## src/rtl/secventiator_cursa.sv

```systemverilog
// Run sequencer for the line-follower car: start countdown, debounced
// finish-line detection, lap counting per circuit mode, soft-start ramp
// on the duty factors and direction gating outside the running states.
module secventiator_cursa #(
   parameter logic [15:0] DEBOUNCE_CYC  = 16'd50000,
   parameter logic [23:0] HOLDOFF_CYC   = 24'd10000000,
   parameter logic [27:0] COUNTDOWN_CYC = 28'd150000000,
   parameter logic [15:0] RAMP_DIV      = 16'd25000,
   parameter logic [11:0] RAMP_INC      = 12'h010
) (
   input  logic        clk,
   input  logic        rst_n,
   input  logic        start,
   input  logic        senzor_1,
   input  logic        senzor_5,
   input  logic [1:0]  circuit,
   input  logic [1:0]  directie_in_A,
   input  logic [1:0]  directie_in_B,
   input  logic [11:0] factor_dc_in_A,
   input  logic [11:0] factor_dc_in_B,
   output logic [1:0]  directie_driverA,
   output logic [1:0]  directie_driverB,
   output logic [11:0] factor_dc_driverA,
   output logic [11:0] factor_dc_driverB,
   output logic [7:0]  count_ture,
   output logic        motor_en,
   output logic        cursa_gata,
   output logic [2:0]  stare
);

   typedef enum logic [2:0] {
      ST_IDLE      = 3'd0,
      ST_COUNTDOWN = 3'd1,
      ST_RUN       = 3'd2,
      ST_HOLDOFF   = 3'd3,
      ST_DONE      = 3'd4
   } state_t;

   // Lap target for a circuit mode; zero means no limit (or off).
   function automatic logic [7:0] lap_target(input logic [1:0] mode);
      logic [7:0] t;
      case (mode)
         2'b01:   t = 8'd1;
         2'b10:   t = 8'd10;
         default: t = 8'd0;
      endcase
      return t;
   endfunction

   // Smaller of two duty factors.
   function automatic logic [11:0] min12(input logic [11:0] a, input logic [11:0] b);
      logic [11:0] m;
      if (a < b) m = a;
      else       m = b;
      return m;
   endfunction

   logic s1_meta_q, s1_sync_q, s5_meta_q, s5_sync_q;
   logic start_meta_q, start_sync_q, start_prev_q;
   logic armed_q, armed_d, linie_q, linie_d;
   logic [15:0] deb_cnt_q, deb_cnt_d;
   state_t state_q, state_d;
   logic [7:0]  count_q, count_d;
   logic [27:0] timer_q, timer_d;
   logic [11:0] ramp_q, ramp_d;
   logic [15:0] ramp_div_q, ramp_div_d;
   logic [1:0]  dir_a_q, dir_b_q;
   logic [11:0] fac_a_q, fac_b_q;
   logic        motor_en_q, gata_q;

   logic start_edge_s, both_hi_s, both_lo_s, agree_s;
   logic running_s, run_next_s;
   logic [7:0]  target_s, count_inc_s;
   logic [12:0] ramp_sum_s;
   logic [11:0] ramp_sat_s;

   assign start_edge_s = start_sync_q & ~start_prev_q;
   assign both_hi_s    = s1_sync_q & s5_sync_q;
   assign both_lo_s    = ~s1_sync_q & ~s5_sync_q;
   assign agree_s      = armed_q ? both_hi_s : both_lo_s;
   assign running_s    = (state_q == ST_RUN) || (state_q == ST_HOLDOFF);
   assign run_next_s   = (state_d == ST_RUN) || (state_d == ST_HOLDOFF);
   assign target_s     = lap_target(circuit);
   assign count_inc_s  = (count_q == 8'hFF) ? 8'hFF : (count_q + 8'd1);
   assign ramp_sum_s   = {1'b0, ramp_q} + {1'b0, RAMP_INC};
   assign ramp_sat_s   = ramp_sum_s[12] ? 12'hFFF : ramp_sum_s[11:0];

   // Two-flop synchronizers for sensors and start, plus start edge history.
   always_ff @(posedge clk or negedge rst_n) begin
      if (!rst_n) begin
         s1_meta_q    <= 1'b0;
         s1_sync_q    <= 1'b0;
         s5_meta_q    <= 1'b0;
         s5_sync_q    <= 1'b0;
         start_meta_q <= 1'b0;
         start_sync_q <= 1'b0;
         start_prev_q <= 1'b0;
      end else begin
         s1_meta_q    <= senzor_1;
         s1_sync_q    <= s1_meta_q;
         s5_meta_q    <= senzor_5;
         s5_sync_q    <= s5_meta_q;
         start_meta_q <= start;
         start_sync_q <= start_meta_q;
         start_prev_q <= start_sync_q;
      end
   end

   // Finish detector: armed waits for a stable black pair, disarmed for a stable white pair.
   always_comb begin
      deb_cnt_d = deb_cnt_q;
      armed_d   = armed_q;
      linie_d   = 1'b0;
      if (!agree_s) begin
         deb_cnt_d = 16'd0;
      end else if (deb_cnt_q == (DEBOUNCE_CYC - 16'd1)) begin
         deb_cnt_d = 16'd0;
         armed_d   = ~armed_q;
         linie_d   = armed_q;
      end else begin
         deb_cnt_d = deb_cnt_q + 16'd1;
      end
   end

   // Detector state registers.
   always_ff @(posedge clk or negedge rst_n) begin
      if (!rst_n) begin
         deb_cnt_q <= 16'd0;
         armed_q   <= 1'b1;
         linie_q   <= 1'b0;
      end else begin
         deb_cnt_q <= deb_cnt_d;
         armed_q   <= armed_d;
         linie_q   <= linie_d;
      end
   end

   // Run sequencing: next state, lap count, shared timer and ramp.
   always_comb begin
      state_d    = state_q;
      count_d    = count_q;
      timer_d    = timer_q;
      ramp_d     = ramp_q;
      ramp_div_d = ramp_div_q;
      if (running_s) begin
         if (ramp_div_q == (RAMP_DIV - 16'd1)) begin
            ramp_div_d = 16'd0;
            ramp_d     = ramp_sat_s;
         end else begin
            ramp_div_d = ramp_div_q + 16'd1;
         end
      end else begin
         ramp_div_d = ramp_div_q;
      end
      if (circuit == 2'b00) begin
         // Abort wins over everything, including a simultaneous lap.
         state_d = ST_IDLE;
         count_d = 8'd0;
      end else begin
         case (state_q)
            ST_IDLE, ST_DONE: begin
               if (start_edge_s) begin
                  state_d = ST_COUNTDOWN;
                  count_d = 8'd0;
                  timer_d = COUNTDOWN_CYC - 28'd1;
               end else begin
                  state_d = state_q;
               end
            end
            ST_COUNTDOWN: begin
               if (timer_q == 28'd0) begin
                  state_d    = ST_RUN;
                  ramp_d     = 12'h000;
                  ramp_div_d = 16'd0;
               end else begin
                  timer_d = timer_q - 28'd1;
               end
            end
            ST_RUN: begin
               if (linie_q) begin
                  count_d = count_inc_s;
                  if ((target_s != 8'd0) && (count_inc_s >= target_s)) begin
                     state_d = ST_DONE;
                  end else begin
                     state_d = ST_HOLDOFF;
                     timer_d = {4'd0, HOLDOFF_CYC} - 28'd1;
                  end
               end else begin
                  state_d = ST_RUN;
               end
            end
            ST_HOLDOFF: begin
               if (timer_q == 28'd0) begin
                  state_d = ST_RUN;
               end else begin
                  timer_d = timer_q - 28'd1;
               end
            end
            default: begin
               state_d = ST_IDLE;
            end
         endcase
      end
   end

   // Sequencer registers.
   always_ff @(posedge clk or negedge rst_n) begin
      if (!rst_n) begin
         state_q    <= ST_IDLE;
         count_q    <= 8'd0;
         timer_q    <= 28'd0;
         ramp_q     <= 12'h000;
         ramp_div_q <= 16'd0;
      end else begin
         state_q    <= state_d;
         count_q    <= count_d;
         timer_q    <= timer_d;
         ramp_q     <= ramp_d;
         ramp_div_q <= ramp_div_d;
      end
   end

   // Driver outputs follow the next state so they line up with stare.
   always_ff @(posedge clk or negedge rst_n) begin
      if (!rst_n) begin
         dir_a_q    <= 2'b00;
         dir_b_q    <= 2'b00;
         fac_a_q    <= 12'h000;
         fac_b_q    <= 12'h000;
         motor_en_q <= 1'b0;
         gata_q     <= 1'b0;
      end else begin
         dir_a_q    <= run_next_s ? directie_in_A : 2'b00;
         dir_b_q    <= run_next_s ? directie_in_B : 2'b00;
         fac_a_q    <= run_next_s ? min12(factor_dc_in_A, ramp_d) : 12'h000;
         fac_b_q    <= run_next_s ? min12(factor_dc_in_B, ramp_d) : 12'h000;
         motor_en_q <= run_next_s;
         gata_q     <= (state_d == ST_DONE);
      end
   end

   assign directie_driverA  = dir_a_q;
   assign directie_driverB  = dir_b_q;
   assign factor_dc_driverA = fac_a_q;
   assign factor_dc_driverB = fac_b_q;
   assign count_ture        = count_q;
   assign motor_en          = motor_en_q;
   assign cursa_gata        = gata_q;
   assign stare             = state_q;

endmodule
```

## config.mk

```make
export PLATFORM = sky130hd
export DESIGN_NAME = secventiator_cursa
export DESIGN_NICKNAME = d
export VERILOG_FILES = /design/src/rtl/secventiator_cursa.sv
export SDC_FILE = /design/constraint.sdc
export NUM_CORES = 1
export LEC_CHECK = 0
export ABC_AREA = 0
export CORE_UTILIZATION = 51
export CTS_BUF_LIST = sky130_fd_sc_hd__clkbuf_16
export CTS_CLUSTER_DIAMETER = 150
export CTS_CLUSTER_SIZE = 20
export DETAILED_ROUTE_END_ITERATION = 10
export PLACE_DENSITY = 0.84
export SYNTH_ARGS = -nofsm -noshare
export SYNTH_HDL_FRONTEND = slang
export SYNTH_SLANG_ARGS = --single-unit
```

## constraint.sdc

```tcl
create_clock -name clk -period 4.4 [get_ports clk]
set_input_delay 1.32 -clock clk [delete_from_list [all_inputs] [get_ports clk]]
set_output_delay 1.32 -clock clk [all_outputs]
set_load 0.01 [all_outputs]
```

Yosys cells after proc, flatten, opt, wreduce, memory -nomap -nowiden:

Index checks and enable logic that the tools add are counted.

* input port bits: 35
* register bits after elaboration: 122
* output and inout bits: 41
* logic and storage cells: 108

* $lt $le $gt $ge: 3
* reductions and logical operators: 14
* add/subtract/negate cells: 5
* eq/ne operators: 18
* bitwise logic cells: 8
* multiplexer cells: 39

Operators with widths (number)
* $mux W12: 10
* $mux W16: 7
* $mux W28: 4
* $pmux W28 S3: 1
* $add A16 B1 Y16 const B: 2
* $mux W8: 4
* $logic_not A28 Y1: 1
* $sub A28 B1 Y28 const B: 1
* $lt A12 B12 Y1: 2
* $eq A16 B15 Y1 const B: 1
* $eq A16 B16 Y1 const B: 1
* $pmux W8 S2: 1
* $mux W3: 5
* $add A12 B5 Y13 const B: 1
* $eq A3 B2 Y1 const B: 4
* $pmux W3 S3: 1
* $add A8 B1 Y8 const B: 1
* $eq A8 B8 Y1 const B: 1
* $ge A8 B4 Y1: 1
* $ne A2 B2 Y1 const B: 4
* $pmux W4 S2: 1
* $reduce_bool A8 Y1: 1
* $eq A3 B3 Y1 const B: 2
* $reduce_and A6 Y1: 1
* 17 further kinds: 29

Depth between registers and ports, before layout:

* word-level depth: 11
* mapped depth: 18
* depth with buffers taken out: 16

Worst setup path after synthesis:

OpenSTA, ideal clock, no wires.

* kind: input -> register
* start point: input circuit[0]
* end point: register fac_a_q[10], in the netlist factor_dc_driverA[10]
* required time: 4.321 ns
* setup time: 0.079 ns
* setup slack: -0.197 ns
* buffers on the path: 4
* arrival: 4.518 ns
* stages: 18
* cells stage by stage: inv_1 ha_1 buf_4 nor3_1 and4_1 clkbuf_1 clkbuf_1 nor2_1 inv_1 ha_1 o21ai_0 a21oi_1 o311ai_0 nand2_1 or4b_1 nand2_2 buf_12 mux2i_1

* elaborated cells between the ends (all ways): 18
* classes of those cells: order compare (2); eq/ne (4); mux (8); reduce/logical (4)

RTL lines
* start: declaration: line 16 `input logic [1:0] circuit,`
* $logic_not A2 Y1: line 155 `if (circuit == 2'b00) begin`
* $mux W12: line 155
* named net ramp_d[8]: line 65 `logic [11:0] ramp_q, ramp_d;`
* $lt A12 B12 Y1: line 53 `if (a < b) m = a;`
* $mux W12: line 53
* $mux W12: line 235 `fac_a_q <= run_next_s ? min12(factor_dc_in_A, ramp_d) : 12'h000;`
* end signal: assignment: line 235
* end: declaration: line 68 `logic [11:0] fac_a_q, fac_b_q;`

The timed path passes the listed nets, and every way through them passes these cells.
A chain may end at the register's enable or synchronous reset.

Final worst setup path:

* start point: input circuit[0]
* end point: register fac_b_q[2], in the netlist factor_dc_driverB[2]

* elaborated cells between the ends (all ways): 18
* classes of those cells: order compare (2); eq/ne (4); mux (8); reduce/logical (4)

RTL lines
* $logic_not A2 Y1: line 155
* $mux W12: line 155
* named net ramp_d[5]: line 65
* $lt A12 B12 Y1: line 53
* $mux W12: line 53
* $mux W12: line 236 `fac_b_q <= run_next_s ? min12(factor_dc_in_B, ramp_d) : 12'h000;`
* end signal: assignment: line 236
* end: declaration: line 68

The timed path passes the listed nets, and every way through them passes these cells.

==> impl_metrics.csv <==
group,metric,value,unit
run_status,status,"complete, no violations",
final_layout,fin_util,0.6915,
setup_path,critPathRequiredTime,4.70,ns
sta,skew,0.009127,ns
sta,worstMarginPinSlew,1.206,ns
power_and_ir_drop,finalPower,3.881,mW
sta,finalHoldViolations,0,
logic_synthesis,yosys.area_share.simple,0.2307,
route,wl_per_cell,16.60,µm
sta,fin_crit,4.297,ns
route,first_iter_violations,347,
route,routed_wl,16650,µm
placement,place_congestion,0.8859,
clocking,clock_path_buffers,2,
placement,placed_cells,969,
power_and_ir_drop,leakage,4.011,nW
sta,fin_hold_ws,0.3458,ns
clocking,cts_buffers,17,
grt,grt_pass1_wl,28020,µm
grt,grt_max_degree,63,
logic_synthesis,synth_compound_area_frac,0.1144,
clocking,clk_latency,0.42,ns
logic_synthesis,ys_types,57,
clocking,path_clk_slew,0.06,ns
setup_path,critPathMaxFanout,12,
logic_synthesis,synthAdderAreaFrac,0.06323,
setup_path,critPathArrivalTime,4.60,ns
setup_path,path_cells,"clkdlybuf4s50_1 -> inv_1 -> ha_1 -> nor3_2 -> and4_4 -> a311oi_2 -> inv_1 -> buf_4 -> ha_1 -> a21o_1 -> a21o_1 -> a21oi_1 -> o21ai_1 -> a31oi_2 -> buf_12 -> mux2i_2 -> nor2_1",
final_layout,nNetsFinal,890,
sta,period_share,0.9766,
floorplan,dieArea,13260,µm²
setup_path,cp-start-kind,"input pin",
logic_synthesis,synthesis.area,6530,µm²
final_layout,fin_cells,1003,
logic_synthesis,syn_nets,775,
clocking,root_buffer,"clkbuf_16",
grt,overflow,0,
logic_synthesis,synth_top_flop_cell,"dfrtp_1",
logic_synthesis,synth_warnings,0,
route,drc,0,
placement,io_buffers,75,
power_and_ir_drop,p_per_area,457.7,nW/µm²
sta,timing.final.max_slew_violations,0,
route,antenna_left,0,
floorplan,die_h,115.2,µm
grt,grt_usage,0.2731,
route,viasPerCell,5.751,
final_layout,syn_to_final_growth,29.85,%
logic_synthesis,synth_edf_count,0,
logic_synthesis,seq_area_frac_synth,0.4677,
clocking,cts_tree,"yes",
power_and_ir_drop,ir_drop,0.3908,mV
logic_synthesis,syn-mean-instance-area,9.236,µm²
setup_path,cpMaxStageDelayCell,"clkdlybuf4s50_1",
clocking,cts.sinks,122,
logic_synthesis,synth_cells,707,
final_layout,layout-drive-gt1-share,0.1210,
sta,relSlewSlack,0.1908,
sta,max_freq,0.2327,GHz
floorplan,die_x,115.2,µm
floorplan,rows,40,
logic_synthesis,synth-seq-cells,122,
sta,finalSetupTns,0,ns
placement,dpl.hpwl,11590,µm
sta,setup_viol,0,
logic_synthesis,async_flop_share,1.000,
setup_path,slowest_delay,0.43,ns
grt,grt_pass1_vias,5830,
route,vias,5768,
job,max_cap_violations,0,
setup_path,crit_type,"input pin to register",
hold_path,hold_path.class,"register to register",
clocking,htreeDepth,4,
grt,antenna_found_initial,0,
setup_path,endpoint_kind,"register",
final_layout,fill_cells,878,
logic_synthesis,synth_xor_xnor_area_share,0.04292,
floorplan,coreArea,12260,µm²
logic_synthesis,synth_top_family_by_area,"simple AND/OR/NAND/NOR gates",
floorplan,initial_utilization,0.5326,
logic_synthesis,muxShareOfSynthArea,0.04292,
route,firstDrtPassIters,5,
floorplan,ios,76,
final_layout,antenna_cells,0,
## path summary, 6_finish.rpt
kind	from	to	slack, ns	cells after the start
max	circuit[0]	factor_dc_driverB[2]	0.10	17
min	s5_meta_q	s5_sync_q	0.35	0
min reg2reg	s5_meta_q	s5_sync_q	0.35	0
max in group asynchronous	rst_n	deb_cnt_q[1]	2.60	2
max reg2reg	ramp_div_q[4]	factor_dc_driverB[2]	0.14	16
min in group asynchronous	rst_n	timer_q[11]	1.00	1
## sequential cells by signal, indices dropped and copies added (netlist names)
signal,cells
ramp_div_q,16
factor_dc_driverA,12
deb_cnt_q,16
s1_sync_q,1
ramp_q,12
armed_q,1
motor_en,1
count_ture,8
directie_driverA,2
s5_meta_q,1
timer_q,28
cursa_gata,1
s5_sync_q,1
start_prev_q,1
start_meta_q,1
stare,3
linie_q,1
factor_dc_driverB,12
directie_driverB,2
start_sync_q,1
s1_meta_q,1
## layer usage
metal	track usage	routed length, µm	vias up
met5	0	0	-
met4	0.1143	348	0
met3	0.06853	1117	33
met2	0.4373	8017	223
met1	0.3546	7167	2794
li1	-	-	2718
## cell usage in the layout (no fill, tap or decap), types with 17 or more instances in the layout
cell type	count
dfrtp_1	121
nor2_1	104
clkdlybuf4s50_1	74
nand2_1	63
buf_4	42
o21ai_0	36
a21oi_1	36
inv_1	34
ha_1	32
mux2i_1	27
nand3_1	24
xor2_1	20
nor3_1	17
clkbuf_16	17
## power by group
group	total, mW	switching [mW]	internal [mW]
Clock	1.49	0.501	0.992
Combinational	0.968	0.511	0.457
Sequential	1.42	0.125	1.29
## worst max-delay path: cells and delay by family
| kind | cells | cell delay [ns] |
|---|---|---|
| AND/OR/NAND/NOR | 3 | 0.36 |
| AO/OA/AOI/OAI | 6 | 1.20 |
| adder cells (fa/ha/maj) | 2 | 0.48 |
| multiplexers | 1 | 0.25 |
| buffers and inverters | 5 | 0.96 |
## kinds of logic (layout without fill, tap and decap cells)
kind of cell / Yosys count / after routing
AOI/OAI and AO/OA: 124 / 124
xor gates and xnor gates: 32 / 32
adders and majority gates: 33 / 33
buffers and inverters: 59 / 187
DFF: 122 / 122
muxes: 28 / 28
and+or+nand+nor: 309 / 309
## what timing repair did
action,CTS,global route
setup buffers,0,2
hold buffers,0,0
pin swaps,0,9
gates resized for setup,3,15
endpoints found under the setup margin,24,24
## final cells by class
cell class	count	area, µm²	area share
timing repair buffer	120	1136	0.1340
tap	168	210.2	0.02479
clock buffer	17	425.4	0.05017
multi-input combinational	526	3317	0.3912
sequential	122	3054	0.3602
inverter	35	131.4	0.01549
clock inverter	15	205.2	0.02420
## cells in the mapped netlist (all sizes together), types with 13 or more instances
library cell    n  share of area
xor2           20          0.027
nor4           14          0.013
o21ai          40          0.031
clkbuf         18          0.010
mux2i          28          0.043
dfrtp         121           0.46
and3           14          0.013
nor2          104          0.060
a21oi          37          0.028
a31oi          13          0.012
nand2          64          0.037
ha             33          0.063
nand3          24          0.018
nor3           21          0.016
inv            34          0.020
## metrics by stage
step                worst slack, ns  instance area, µm²
floorplan                   0.01934                6535
CTS                        0.004817                8393
finish                       0.1028                8479
detailed placement          -0.5858                7755
global route             -0.0001967                8479
global placement            -0.4222                7755
Power figures use the tool's default switching activity.
